### config.mk
export PLATFORM = sky130hd
export DESIGN_NAME = imoy_calc
export DESIGN_NICKNAME = d
export VERILOG_FILES = /design/src/rtl/imoy_calc.sv
export SDC_FILE = /design/constraint.sdc
export NUM_CORES = 2
export LEC_CHECK = 0
export CAP_MARGIN = 15
export CORE_MARGIN = 2
export CORE_UTILIZATION = 45
export CTS_CLUSTER_DIAMETER = 100
export CTS_CLUSTER_SIZE = 20
export DETAILED_ROUTE_END_ITERATION = 16
export GPL_TIMING_DRIVEN = 0
export PLACE_DENSITY_LB_ADDON = 0.08
export SLEW_MARGIN = 20
export SYNTH_ARGS = -nofsm -noshare
export SYNTH_HDL_FRONTEND = slang
export SYNTH_SLANG_ARGS = --single-unit
### constraint.sdc
create_clock -name clk -period 6.4 [get_ports clk]
set_input_delay 0.64 -clock clk [delete_from_list [all_inputs] [get_ports clk]]
set_output_delay 0.64 -clock clk [all_outputs]
set_load 0.005 [all_outputs]
### src/rtl/imoy_calc.sv
`default_nettype none
// ============================================================================
// Module   : imoy_calc
// Purpose  : Streaming 3x3 box mean (x455>>12) over raster luma, 3-cycle latency.
//            Optional macro IMOY_ROUND_EN adds round-to-nearest before the shift.
// Revision : 1.0
// ============================================================================
module imoy_calc #(
  parameter int DW_IN = 10,
  parameter int IMG_W = 64
) (
  input  logic             clk,
  input  logic             rst,
  input  logic             pix_vld,
  input  logic             pix_sof,
  input  logic [DW_IN-1:0] pix,
  output logic             imoy_vld,
  output logic [DW_IN-1:0] imoy
);

  localparam int CW   = (IMG_W > 1) ? $clog2(IMG_W) : 1;
  localparam int SW   = DW_IN + 2;
  localparam int SUMW = DW_IN + 4;
  localparam int PW   = DW_IN + 13;
  localparam int RW   = PW + 1;
  localparam logic [CW-1:0] LAST_COL = CW'(IMG_W - 1);
  localparam logic [PW-1:0] RECIP    = PW'(455);
  localparam logic [RW-1:0] MAXV     = RW'((1 << DW_IN) - 1);

  logic [CW-1:0]    col, cur_col;
  logic [1:0]       row, cur_row;
  logic             win;
  logic [DW_IN-1:0] lb1 [IMG_W];
  logic [DW_IN-1:0] lb0 [IMG_W];
  logic [DW_IN-1:0] lb1_rd, lb0_rd;
  logic [SW-1:0]    colsum, cs0, cs1, cs2;
  logic             s1_vld, s2_vld;
  logic [SUMW-1:0]  sum9;
  logic [PW-1:0]    prod;
  logic [RW-1:0]    prod_r, mean_full;
  logic [DW_IN-1:0] mean_clamped;

  // SOF takes effect on the very pixel that carries it
  always_comb begin
    cur_col = pix_sof ? '0 : col;
    cur_row = pix_sof ? '0 : row;
    win     = pix_vld && (cur_row == 2'd2) && (cur_col >= CW'(2));
    lb1_rd  = lb1[cur_col];
    lb0_rd  = lb0[cur_col];
    colsum  = SW'(pix) + SW'(lb1_rd) + SW'(lb0_rd);
  end

  always_ff @(posedge clk) begin
    if (rst) begin
      col <= '0;
      row <= '0;
    end else if (pix_vld) begin
      if (cur_col == LAST_COL) begin
        col <= '0;
        row <= (cur_row == 2'd2) ? cur_row : cur_row + 2'd1;
      end else begin
        col <= cur_col + CW'(1);
        row <= cur_row;
      end
    end
  end

  // Read-before-write: lb0 takes the value lb1 held before this pixel
  always_ff @(posedge clk) begin
    if (pix_vld) begin
      lb1[cur_col] <= pix;
      lb0[cur_col] <= lb1[cur_col];
    end
  end

  always_ff @(posedge clk) begin
    if (rst) begin
      cs0    <= '0;
      cs1    <= '0;
      cs2    <= '0;
      s1_vld <= 1'b0;
      sum9   <= '0;
      s2_vld <= 1'b0;
    end else begin
      s1_vld <= win;
      if (pix_vld) begin
        cs0 <= colsum;
        cs1 <= cs0;
        cs2 <= cs1;
      end
      sum9   <= SUMW'(cs0) + SUMW'(cs1) + SUMW'(cs2);
      s2_vld <= s1_vld;
    end
  end

  always_comb begin
    prod = PW'(sum9) * RECIP;
`ifdef IMOY_ROUND_EN
    prod_r = RW'(prod) + RW'(2048);
`else
    prod_r = RW'(prod);
`endif
    mean_full    = prod_r >> 12;
    mean_clamped = (mean_full > MAXV) ? MAXV[DW_IN-1:0] : mean_full[DW_IN-1:0];
  end

  always_ff @(posedge clk) begin
    if (rst) begin
      imoy_vld <= 1'b0;
      imoy     <= '0;
    end else begin
      imoy_vld <= s2_vld;
      if (s2_vld) imoy <= mean_clamped;
    end
  end

endmodule
`default_nettype wire

==> reports/qor.csv <==
stage,metric,value,unit
sta,setup_ws,-0.0903,ns
yosys,yosys_warnings,0,
layout,postLayoutCellArea,62900,um^2
grt,overflow,0,
sta,hold_ws,0.280,ns
layout,layout_commonest_cell,edfxtp_1,
layout,nets,3854,
floorplan,die-area,125000,um^2
power,powerDensity,282,nW/um^2
routing,dr.pass1.iters,9,
yosys,synth_seq_cells,1351,
power,seqPwrFrac,0.555,
routing,drtAntennaViolNets,0,
critical_path,path_cells,"buf_6, buf_6, buf_4, buf_4, buf_4, a21oi_1, a222oi_1, nor2_1, a2111oi_4, nand4_1, buf_6, fa_1, ha_1, o21ai_1, a21oi_1, o21ai_1, a21oi_1, or4_1, o311ai_0",
critical_path,cp-end-kind,flop,
clock_tree,clk_path_buf_depth,3,
yosys,synth_edf_count,1280,
yosys,synth_top_cell_area_share,0.696,
yosys,synth-simple-area-share,0.0398,
sta,finalCritPeriodShare,1.01,
yosys,synth.distinct_cells,82,
clock_tree,h-tree-depth,3,
floorplan,die_y,354,um
floorplan,num_io_pins,25,
clock_tree,root_buffer,clkbuf_16,
clock_tree,numClockSinks,1351,
layout,post-route-util,0.517,
yosys,synth_top_family_by_area,compound AO/OA/AOI/OAI gates,
grt,grt_pass1_wl,327,mm
sta,max_freq,154,MHz
sta,slew_viol_final,0,
layout,area_growth,13.9,%
sta,hold_violations,0,
floorplan,die_x,354,um
yosys,synthXorXnorAreaFrac,0.00333,
routing,dr.first_iter.drc_count,7936,
power,p_int,13.0,mW
power,switchingPower,4.78,mW
power,p_leak,20.2,nW
power,worst_ir_drop_vdd,0.233,mV
placed_design,port_buffers,23,
outcome,status,"finished, violations left",
critical_path,arrival,7.07,ns
yosys,synth_fa_ha_area_frac,0.0365,
sta,relSlewSlack,0.0625,
grt,antenna_found_initial,23,
yosys,ys.flop_type,edfxtp_1,
routing,drc,0,
yosys,syn_avg_cell_area,15.9,um^2
floorplan,start_util,0.453,
power,p_comb_frac,0.144,
sta,clock_skew,0.0507,ns
yosys,netlist_instances,3479,
sta,fin_crit,6.49,ns
critical_path,cp.required,6.98,ns
placed_design,placed_area,60500,um^2
floorplan,core_area,122000,um^2
grt,grt_pass1_vias,35396,
grt,grt_max_degree,66,
placed_design,place_congestion,1.04,
placed_design,place_inst,5252,
yosys,ys_top_cells_by_area,"edfxtp_1 (70%), mux2i_1 (3.6%), a22oi_1 (2.8%)",
clock_tree,cts_tree,done,
min_path,hold_class,input pin to flop,
outcome,violations,negative setup slack,
layout,layout_common_cells,"edfxtp_1 (1,280), a22oi_1 (204), mux2i_1 (198)",
yosys,synth_compound_area_frac,0.112,
power,pwr-share-clk,0.301,
routing,wire_per_inst,46.4,um
layout,finalNonFillerCells,5378,
routing,avgViaCountPerCell,7.05,
yosys,synth_nets,3623,
critical_path,max_stage_delay,0.99,ns
yosys,yosysSeqAreaShare,0.722,
yosys,yosys-mux-area-fraction,0.0583,
clock_tree,clock_latency,0.73,ns
clock_tree,cts_buffers,78,
routing,routed_wl,249,mm
run,maxCapViolations,0,
yosys,synthesis.area,55200,um^2
power,sw_frac_of_total,0.269,
sta,setup_violations,2,
sta,fin_setup_tns,-0.150,ns
critical_path,worstSetupPathType,flop to flop,
critical_path,cp_max_fo,10,
yosys,synth_top_area_cell,edfxtp_1,
layout,drive_above_1_share,0.151,
grt,grt.total_usage,0.393,
yosys,async_flop_share,0,
critical_path,cp-start-kind,flop,
sta,worst_pin_slew,1.41,ns
clock_tree,path_clk_slew,0.09,ns
placed_design,hpwl,168,mm
critical_path,cp_slowest_cell,a222oi_1,
floorplan,rows,128,
routing,vias,37935,
==> cell families after synthesis <==
family / after synthesis
flops: 1351
compound gates: 868
simple gates: 504
buf+inv: 324
mux: 281
fa+ha+maj: 130
xor+xnor: 21
==> final timing paths <==
path / from / to / slack [ns] / cells past startpoint
setup / recovery: col[0] / cs0[9] / -0.09 / 19
hold reg to reg: s1_vld / s2_vld / 0.47 / 1
setup reg to reg: col[0] / cs0[9] / -0.09 / 19
hold / removal: pix[5] / lb1[15][5] / 0.28 / 1
==> cell usage after synthesis (19+ instances only) <==
cell type,count
edfxtp_1,1280
nor2_1,253
a22oi_1,204
mux2i_1,198
a21oi_1,135
nand2_1,127
inv_1,113
o21ai_0,100
o22ai_1,87
clkbuf_1,86
ha_1,78
dfxtp_1,71
buf_2,67
a221oi_1,62
fa_1,52
a211oi_1,41
a222oi_1,37
mux2_2,37
o221ai_1,36
a32oi_1,30
buf_6,27
mux4_2,26
nand3_1,23
a22o_1,22
nor3_1,20
o21ai_1,19
==> stage by stage <==
step	power, mW	setup WS [ns]
floorplan	11.4	0.564
global placement	12.4	-4.84
detailed placement	12.5	-1.45
CTS	17.7	0.0122
global route	18.2	-0.00450
finish	17.7	-0.0903
==> worst max-delay path, delay by kind of cell (launching register included) <==
family	cells	cell delay (ns)
simple gates	3	1.02
flops	1	0.33
buf+inv	6	1.80
compound gates	8	2.38
fa+ha+maj	2	0.77
==> routing by layer <==
metal	up-vias	routed length (um)	GRT usage
li1	14224	-	-
met1	19326	88100	0.500
met2	3518	102000	0.553
met3	847	39800	0.174
met4	20	18800	0.235
met5	-	151	0
==> timing repair <==
action                                  CTS  global route
hold buffers                              0             0
endpoints found under the hold margin     0             0
pin swaps                                 2             5
endpoints found under the setup margin    8             5
resized for setup                        16            35
buffers inserted                          2             5
==> layout make-up <==
type | count | area [um^2]
Timing Repair Buffer | 156 | 2680
Tap cell | 1625 | 2030
Clock inverter | 5 | 72.6
Buffer | 201 | 1190
Antenna cell | 11 | 27.5
Fill cell | 10057 | 58800
Sequential cell | 1351 | 39900
Multi-Input combinational cell | 1804 | 14400
Inverter | 118 | 443
Clock buffer | 107 | 2150
==> state kept, by name (all words and copies together) (netlist names) <==
name	count
sum9	14
lb1	640
col	6
imoy_vld	1
imoy	10
cs0	12
s1_vld	1
s2_vld	1
cs1	12
cs2	12
lb0	640
row	2
==> power groups by stage <==
stage / Clock (mW) / Combinational (mW) / Sequential (mW)
floorplan: 0 / 1.39 / 10.1
global placement: 0 / 2.31 / 10.1
detailed placement: 0 / 2.44 / 10.1
CTS: 5.33 / 2.47 / 9.86
global route: 5.60 / 2.71 / 9.86
finish: 5.34 / 2.55 / 9.86
Note: power is estimated with default switching activity, not from simulation.
